===== src/rtl/ioctl_stream_gen.sv =====
// ioctl_stream_gen: plays one MiSTer ioctl download segment per start, pulling words from a valid/ready source.
// Pre/post gaps and write-slot pacing are frozen cycle-for-cycle by i_IOCTL_WAIT.
module ioctl_stream_gen #(
   parameter int DATA_W   = 8,
   parameter int ADDR_W   = 27,
   parameter int LEN_W    = 24,
   parameter int INTERVAL = 6,
   parameter int PRE_GAP  = 192,
   parameter int POST_GAP = 128
) (
   input  logic              i_HPSIO_CLK,
   input  logic              i_RST,
   input  logic              i_START,
   input  logic [15:0]       i_INDEX,
   input  logic [LEN_W-1:0]  i_LEN,
   output logic              o_BUSY,
   output logic              o_DONE,
   input  logic [DATA_W-1:0] i_SRC_DATA,
   input  logic              i_SRC_VALID,
   output logic              o_SRC_READY,
   output logic              o_IOCTL_DOWNLOAD,
   output logic [15:0]       o_IOCTL_INDEX,
   output logic [ADDR_W-1:0] o_IOCTL_ADDR,
   output logic [DATA_W-1:0] o_IOCTL_DATA,
   output logic              o_IOCTL_WR,
   input  logic              i_IOCTL_WAIT
);
   localparam int STEP  = DATA_W / 8;
   localparam int GAP_N = (PRE_GAP > POST_GAP) ? PRE_GAP : POST_GAP;
   localparam int GAP_W = $clog2(GAP_N + 1);
   localparam int C_W   = $clog2(INTERVAL);

   typedef enum logic [2:0] {IDLE, PRE, FETCH, SLOT, POST} state_t;
   state_t r_state, w_next;
   logic [GAP_W-1:0]  r_gap;
   logic [C_W-1:0]    r_c;
   logic [LEN_W-1:0]  r_len;
   logic [15:0]       r_index;
   logic [ADDR_W-1:0] r_addr;
   logic [DATA_W-1:0] r_data;
   logic              r_busy, r_done, r_dl, r_wr;
   logic              w_go, w_gap_last, w_slot_last, w_hs, w_ready;

   assign w_go        = ~i_IOCTL_WAIT;
   assign w_gap_last  = (r_state == PRE) ? (r_gap == GAP_W'(PRE_GAP - 1)) : (r_gap == GAP_W'(POST_GAP - 1));
   assign w_slot_last = (r_c == C_W'(INTERVAL - 1));
   assign w_hs        = w_ready & i_SRC_VALID;

   always_ff @(posedge i_HPSIO_CLK or posedge i_RST)
      if (i_RST) r_state <= IDLE;
      else r_state <= w_next;

   always_comb begin
      w_next = r_state;
      case (r_state)
         IDLE:    w_next = i_START ? PRE : IDLE;
         PRE:     if (w_go && w_gap_last) w_next = (r_len == '0) ? POST : FETCH;
         FETCH:   if (w_hs) w_next = SLOT;
         SLOT:    if (w_go && w_slot_last) w_next = (r_len == LEN_W'(1)) ? POST : FETCH;
         POST:    if (w_go && w_gap_last) w_next = IDLE;
         default: w_next = IDLE;
      endcase
   end

   // The source handshake is the only combinational output.
   always_comb w_ready = (r_state == FETCH) & w_go;

   always_ff @(posedge i_HPSIO_CLK or posedge i_RST)
      if (i_RST) begin
         r_gap   <= '0;
         r_c     <= '0;
         r_len   <= '0;
         r_index <= '0;
         r_addr  <= '0;
         r_data  <= '0;
         r_busy  <= 1'b0;
         r_done  <= 1'b0;
         r_dl    <= 1'b0;
         r_wr    <= 1'b0;
      end else begin
         r_wr   <= (r_state == SLOT) && w_go && (r_c == '0);
         r_done <= (r_state == POST) && w_go && w_gap_last;
         if (r_state == IDLE && i_START) begin
            r_index <= i_INDEX;
            r_len   <= i_LEN;
            r_addr  <= '0;
            r_busy  <= 1'b1;
            r_dl    <= 1'b1;
         end
         if ((r_state == PRE || r_state == POST) && w_go) r_gap <= w_gap_last ? '0 : r_gap + GAP_W'(1);
         if (w_hs) begin
            r_data <= i_SRC_DATA;
            r_c    <= '0;
         end
         if (r_state == SLOT && w_go) begin
            r_c <= r_c + C_W'(1);
            if (w_slot_last) begin
               r_addr <= r_addr + ADDR_W'(STEP);
               r_len  <= r_len - LEN_W'(1);
            end
         end
         if (w_next == POST && r_state != POST) r_dl <= 1'b0;
         if (r_state == POST && w_next == IDLE) r_busy <= 1'b0;
      end

   assign o_BUSY           = r_busy;
   assign o_DONE           = r_done;
   assign o_SRC_READY      = w_ready;
   assign o_IOCTL_DOWNLOAD = r_dl;
   assign o_IOCTL_INDEX    = r_index;
   assign o_IOCTL_ADDR     = r_addr;
   assign o_IOCTL_DATA     = r_data;
   assign o_IOCTL_WR       = r_wr;
endmodule


===== config.mk =====
export PLATFORM = sky130hd
export DESIGN_NAME = ioctl_stream_gen
export DESIGN_NICKNAME = d
export VERILOG_FILES = /design/src/rtl/ioctl_stream_gen.sv
export SDC_FILE = /design/constraint.sdc
export NUM_CORES = 1
export LEC_CHECK = 0
export ABC_AREA = 1
export ABC_CLOCK_PERIOD_IN_PS = 2600
export CAP_MARGIN = 20
export CORE_MARGIN = 1.5
export CORE_UTILIZATION = 30
export CTS_CLUSTER_DIAMETER = 150
export DETAILED_ROUTE_END_ITERATION = 12
export PLACE_DENSITY = 0.65
export RECOVER_POWER = 50
export SETUP_SLACK_MARGIN = 0.2
export SYNTH_ARGS = -nofsm -noshare
export SYNTH_HDL_FRONTEND = slang
export SYNTH_SLANG_ARGS = --single-unit

===== constraint.sdc =====
create_clock -name i_HPSIO_CLK -period 2.6 [get_ports i_HPSIO_CLK]
set_clock_uncertainty 0.05 [all_clocks]
set_input_delay 0.26 -clock i_HPSIO_CLK [delete_from_list [all_inputs] [get_ports i_HPSIO_CLK]]
set_output_delay 0.26 -clock i_HPSIO_CLK [all_outputs]
set_load 0.05 [all_outputs]

==> results.md, run 1 <==
* R2R cell count at 7
* Die Width at 135 um
* Syn-to-layout area delta at 30.2%
* CTS tree: built
* Worst VDD drop at 0.587 mV
* CTS H-tree lvls at 3
* Asr flop ratio synth at 100%
* Starting Density at 31.0%
* Syn Inst Count at between 700 and 800
* Hold-fix buffers, CTS at 0
* Routability Congestion at 0.819
* Die Height at ~130 um
* Layout Nets at 879
* Syn. warnings at 0
* Met3 Track Usage GR at 3.94%
* Root buf cell: clkbuf_16
* Grt met1 use at 20.5%
* Hold violation total from the final report at 0
* Via density at between 4 and 5
* RSZ-0062 raised after global routing: false
* Crit. End Element: flop
* Worst Path Required at 2.79 ns
* First-pass GRT wire length at 22800 um
* Num ports at ~110
* Syn_nets at 769
* Synth top area cells: dfrtp_1 45%, nand2_1 15%, inv_1 6.3%
* Core ar. at 0.0168 mm^2
* Slew @ Worst Pin at 1.32 ns
* Ys flop type: dfrtp_1
* Routed WL per cell at 13.2 um
* Crit path kind: reg -> reg
* Initial antenna violation count at 0
* Number of synthesized flops with an enable pin at 0
* Clock buffer depth at 2
* Pleak at between 3 and 4 nW
* Setup_tns at 0 ns
* Met2 global-route usage at 25.1%
* Die ar. at around 0.018 mm^2
* PostCTS Resize Cnt at 0
* Final Max Slew Viols at 0
* Post-route ant nets at 0
* Post-synth top area share at 44.7%
* Final HPWL DP at 9790 um
* Synthesized flop and latch total at 93
* Port bufs at 108
* Number of DRC markers in iteration 0 at between 200 and 300
* Post-Syn Area at 0.00520 mm^2
* Outcome: completed
* Layout cell share with drive strength beyond 1 at 5.60%
* Storage element area at 0.00233 mm^2
* Setup crit end: o_IOCTL_ADDR[21]
* GRT busiest layer: met2
* Standard-cell rows at 47
* Number of remaining DRC errors at 0
* Setup Fix Bufs, Post-CTS at 0
* WL final at about 14000 um
* Critical path startpoint category: flop
* Critical-path maximum fanout at 25
* Worst setup path start: r_state[0]
* Total of max-cap violations at 0
* Worst slew margin at about an eighth
* Final setup fails at 0
* TritonRoute pass-1 iters at 4
* Mapped Avg Cell Area at 7.35 um^2
* Pin count of the biggest net entering global routing at 94
* Area of the multi-input gates at 0.00240 mm^2
* Period minus WS final at ~2.3 ns
* Diodes inserted at 0
* Worst path arrival time at roughly 2.5 ns
* Reg2reg start: r_state[0]
* Reg clk slew, reported paths at roughly 0.070 ns
* Synth area leader: dfrtp_1
* Fillers at 1731
* Latest clock arrival within the worst-skew pair at 0.35 ns
* Fmax at 0.440 GHz
* Synth cell types at 38
* Pwr/cell area at 881 mW/mm^2
* TritonCTS Buffers at 9
* Total Routing Usage GR at 15.6%
* R2R setup slack at around 0.33 ns
* Grt total ovfl at 0
* Min-delay worst type: in -> reg
* Fin crit share at 87.4%
* Power, Total at 5.97 mW
* Vias at 4828
* Vias in the first global route at ~4700
* RR Endpoint: o_IOCTL_ADDR[21]
* Sequential cell area fraction in the yosys report at roughly 45%
* Clk sinks at 93
placed cells by master (no fill, tap or decap), types with 8 or more instances in the layout:
cell | synthesis | routed
nand3_1 | 53 | 54
a21oi_1 | 14 | 15
nand2_1 | 213 | 213
clkbuf_16 | 0 | 9
nor3_1 | 16 | 16
clkdlybuf4s50_1 | 0 | 106
o21ai_0 | 48 | 48
mux2_2 | 8 | 8
nand4_1 | 18 | 18
nor2_1 | 77 | 79
ha_1 | 8 | 8
inv_1 | 88 | 88
dfrtp_1 | 93 | 93
critical path, stage by stage, from the launching register on:
cell,delay [ns]
dfrtp_1,0.43
nor2_1,0.14
nand3_1,0.14
inv_1,0.14
clkbuf_1,0.91
o21ai_0,0.17
o21ai_1,0.13
inv_1,0.05
power breakdown:
group	switching (mW)	internal [mW]
registers	0.355	1.87
clock network	0.578	0.736
logic	1.58	0.852
how the worst min path moves through the flow:
stage	start	to	slack (ns)	cells after the start
global route	i_INDEX[7]	o_IOCTL_INDEX[7]	0.41	3
floorplan	i_INDEX[0]	o_IOCTL_INDEX[0]	0.32	2
global placement	o_BUSY	o_BUSY	0.41	2
CTS	i_RST	o_IOCTL_DATA[4]	0.38	3
finish	i_INDEX[8]	o_IOCTL_INDEX[8]	0.39	3
detailed placement	o_IOCTL_INDEX[12]	o_IOCTL_INDEX[12]	0.41	2
synth_stat cells, types with 5 or more instances:
| cell | number |
|---|---|
| dfrtp_1 | 93 |
| o21ai_0 | 48 |
| o22ai_1 | 5 |
| nor3_1 | 16 |
| buf_2 | 8 |
| a21oi_1 | 14 |
| nand2_1 | 213 |
| nand3_1 | 53 |
| nor2_2 | 8 |
| xor2_1 | 6 |
| clkbuf_1 | 5 |
| nor2_1 | 77 |
| nand4_1 | 18 |
| o21ai_1 | 6 |
| ha_1 | 8 |
| mux2_2 | 8 |
| inv_1 | 88 |
sequential cells by signal, summed over array words and instances, names as in the netlist, 3 cells and up:
register       flops
r_state            3
o_IOCTL_DATA       8
r_c                3
o_IOCTL_INDEX     16
o_IOCTL_ADDR      27
r_len             24
r_gap              8
cell type report:
cell class | instances | area share [%]
inverter | 93 | 5.23
multi-input combinational | 505 | 35.5
tap | 220 | 4.06
timing repair buffer | 116 | 16.8
sequential | 93 | 34.4
clock buffer | 10 | 3.38
clock inverter | 4 | 0.757
cell families after synthesis:
kind of cell               count (synthesis)  synth area share (%)
muxes                                      8                  1.73
buffers and inverters                    110                  8.59
DFF                                       93                  44.7
and+or+nand+nor                          394                  32.3
xor gates and xnor gates                  10                  1.68
AOI/OAI and AO/OA                         85                  9.04
adders and majority gates                  8                  1.92
layer usage:
layer,vias to the layer above,part of all wire [%]
met2,109,46
met3,15,5.8
met4,0,1.5
li1,2472,-
met5,-,0
met1,2232,47
through the flow:
| stage | cell area, um^2 | setup WS (ns) | hold slack [ns] | util (%) | instances |
|---|---|---|---|---|---|
| after floorplan | 5210 | 0.707 | 0.320 | - | 708 |
| after global placement | 6540 | 0.450 | 0.411 | 39.0 | 1027 |
| after detailed placement | 6540 | 0.418 | 0.415 | 39.0 | 1027 |
| after CTS | 6820 | 0.411 | 0.377 | 40.7 | 1041 |
| after global routing | 6770 | 0.117 | 0.411 | 40.4 | 1041 |
| final | 6770 | 0.328 | 0.385 | 40.4 | 1041 |
(Power assumes the default switching activity.)
==> run 2, diff against run 1 <==
--- a/config.mk
+++ b/config.mk
@@ -15,6 +15,7 @@
 export PLACE_DENSITY = 0.65
 export RECOVER_POWER = 50
 export SETUP_SLACK_MARGIN = 0.2
+export SKIP_LAST_GASP = 1
 export SYNTH_ARGS = -nofsm -noshare
 export SYNTH_HDL_FRONTEND = slang
 export SYNTH_SLANG_ARGS = --single-unit
==> results of run 2 <==
The final DEF is identical to that of run 1; final timing and power are the same.
==> run 3, diff against run 2 <==
--- a/config.mk
+++ b/config.mk
@@ -8,7 +8,7 @@
 export ABC_AREA = 1
 export ABC_CLOCK_PERIOD_IN_PS = 2600
 export CAP_MARGIN = 20
-export CORE_MARGIN = 1.5
+export CORE_MARGIN = 2
 export CORE_UTILIZATION = 30
 export CTS_CLUSTER_DIAMETER = 150
 export DETAILED_ROUTE_END_ITERATION = 12
==> run 3 against run 2 <==
- fmax is 2.8% higher
- first-iteration DRC count increased by 23%
- flip-flop and latch count is the same
- design area grew 1.1%
- global-route usage grew 0.17 points
- critical path depth stayed put
- critical path type unchanged
- worst hold slack gained 0.0046 ns
- combinational power about the same
- register-to-register slack gained 0.06 ns
==> results.md, run 3 (same netlist as run 1, synthesis figures left out) <==
* Outcome: completed
* Critical-path maximum fanout at 22 (-12%)
* Diodes inserted at 0 (unchanged)
* Post-route ant nets at 0 (unchanged)
* Latest clock arrival within the worst-skew pair at 0.35 ns (about the same)
* Hold-fix buffers, CTS at 0 (unchanged)
* CP max stage delay at 0.76 ns (-0.15 ns)
* Pleak at 3.15 nW (+1.3%)
* Final Max Slew Viols at 0 (unchanged)
* Crit path kind: reg -> reg
* Number of DRC markers in iteration 0 at 320 (+23%)
* Routability Congestion at 0.820 (+0.15%)
* Slew @ Worst Pin at 0.997 ns (-0.324 ns)
* Layout cell share with drive strength beyond 1 at 5.58% (-0.020 points)
* Final HPWL DP at 9840 um (+0.52%)
* Die Width at 136 um (+0.74%)
* Commonest non-fill, non-tap cells in the layout: 214 x nand2_1, 106 x clkdlybuf4s50_1, 93 x dfrtp_1
* Worst path bufs/invs at 3 (unchanged)
* RR Endpoint: o_IOCTL_ADDR[21]
* Via density at 4.64 (about the same)
* CTS tree: built
* Critical path's top delay family: buffers and inverters
* Clock buffer depth at 2 (unchanged)
* Setup_tns at 0 ns (unchanged)
* Worst path cell trace: nor2_1 > nand3_2 > inv_1 > clkbuf_1 > o21ai_0 > o21ai_1 > inv_1
* Max reg flops at 27 (unchanged)
* Hold path depth at 3 (unchanged)
* Root buf cell: clkbuf_16
* Starting Density at 30.4% (-0.65 points)
* Dpl ws at 0.523 ns (+0.106 ns)
* Number of remaining DRC errors at 0 (unchanged)
* Layout Nets at 880 (+0.11%)
* Crit path top cell by count: inv_1
* Die ar. at 0.0184 mm^2 (+1.5%)
* Hold Startpoint: i_INDEX[15]
* Pwr/cell area at 902 mW/mm^2 (+2.3%)
* Clk sinks at 93 (unchanged)
* Syn-to-layout area delta at 31.7%
* Fin crit share at 85.0% (-2.4 points)
* Commonest non-fill, non-tap cell in the layout: nand2_1
* TritonCTS Buffers at 9 (unchanged)
* Total Routing Usage GR at 15.8% (+0.17 points)
* TritonRoute pass-1 iters at 5 (+1)
* Period minus WS final at 2.21 ns (-0.0623 ns)
* First-pass GRT wire length at 23100 um (+1.5%)
* WL final at 13600 um (-0.96%)
* Die Height at 136 um (+0.74%)
* Grt total ovfl at 0 (unchanged)
* Setup ws final at 0.390 ns (+0.0623 ns)
* Reg clk slew, reported paths at 0.07 ns (about the same)
* CTS H-tree lvls at 3 (unchanged)
* Num ports at 109 (unchanged)
* Vias in the first global route at 4767 (+1.1%)
* Crit. End Element: flop
* Worst Path Required at 2.79 ns (about the same)
* Fmax at 0.453 GHz (+2.8%)
* Standard-cell rows at 48 (+2.1%)
* Pin count of the biggest net entering global routing at 56 (-40%)
* Routed WL per cell at 12.9 um (-1.7%)
* Hold Path Sink: o_IOCTL_INDEX[15]
* R2R cell count at 7 (unchanged)
* Post-Route Utilization at 40.0% (-0.40 points)
* Worst slew margin at 33.5% (+22 points)
* Setup Fix Bufs, Post-CTS at 0 (unchanged)
* Reg2reg start: r_state[0]
* Port bufs at 108 (unchanged)
* Hold violation total from the final report at 0 (unchanged)
* Final setup fails at 0 (unchanged)
* Critical path's slowest cell: clkbuf_1
* R2R setup slack at 0.39 ns (+0.06 ns)
* Worst VDD drop at 0.690 mV (+17%)
* PostCTS Resize Cnt at 0 (unchanged)
* RSZ-0062 raised after global routing: false
* Initial antenna violation count at 0 (unchanged)
* Critical path startpoint category: flop
* Hold WS at 0.390 ns (+0.00461 ns)
* Vias at 4869 (+0.85%)
* Worst path arrival time at 2.40 ns (-0.07 ns)
* Total of max-cap violations at 0 (unchanged)
* Min-delay worst type: in -> reg
* Core ar. at 0.0171 mm^2 (+2.1%)
run 3: cell types whose count changed in the layout (fill, tap and decap cells not counted), sizes merged:
cell,change
clkbuf,+4
clkinvlp,-1
clkinv,-1
buf,-1
bufinv,+2
run 3: worst max path at each step:
stage	start	end	slack, ns	cells past startpoint
after floorplan	r_state[2]	o_IOCTL_DATA[0]	0.71	5
after global placement	i_IOCTL_WAIT	r_len[6]	0.55	9
after detailed placement	r_c[1]	r_len[6]	0.52	11
after CTS	r_c[1]	r_len[6]	0.50	11
after global routing	r_state[1]	o_IOCTL_ADDR[19]	0.18	9
final	r_state[0]	o_IOCTL_ADDR[21]	0.39	7
run 3: final cells by class:
class                           count  area [um^2]
Clock inverter                      4         95.1
Tap cell                          225          282
Fill cell                        1778        10300
Multi-Input combinational cell    505         2400
Sequential cell                    93         2330
Inverter                           93          352
Clock buffer                       12          246
Timing Repair Buffer              117         1150
run 3: metrics by stage:
| stage | power, mW | instance area [um^2] | cells |
|---|---|---|---|
| floorplan | 3.92 | 5210 | 708 |
| global placement | 4.70 | 6580 | 1033 |
| detailed placement | 4.73 | 6580 | 1033 |
| CTS | 6.29 | 6920 | 1049 |
| global route | 6.62 | 6850 | 1049 |
| finish | 6.18 | 6850 | 1049 |
run 3: where the power goes:
group	leakage [nW]	switching (mW)	internal, mW
combinational	1.82	1.57	0.858
sequential	1.17	0.354	1.87
clock	0.167	0.557	0.965
run 3: worst reg2reg max path, delay by kind of cell, from the launching register on:
family | cells | cell delay [ns]
flops | 1 | 0.42
simple gates | 2 | 0.29
buf+inv | 3 | 0.96
compound gates | 2 | 0.36
run 3: layer usage:
layer	GRT usage [%]	vias to the layer above	wire, um
li1	-	2486	-
met1	20.3	2233	6150
met2	25.6	133	6250
met3	5.05	17	974
met4	4.46	0	195
met5	0	-	0
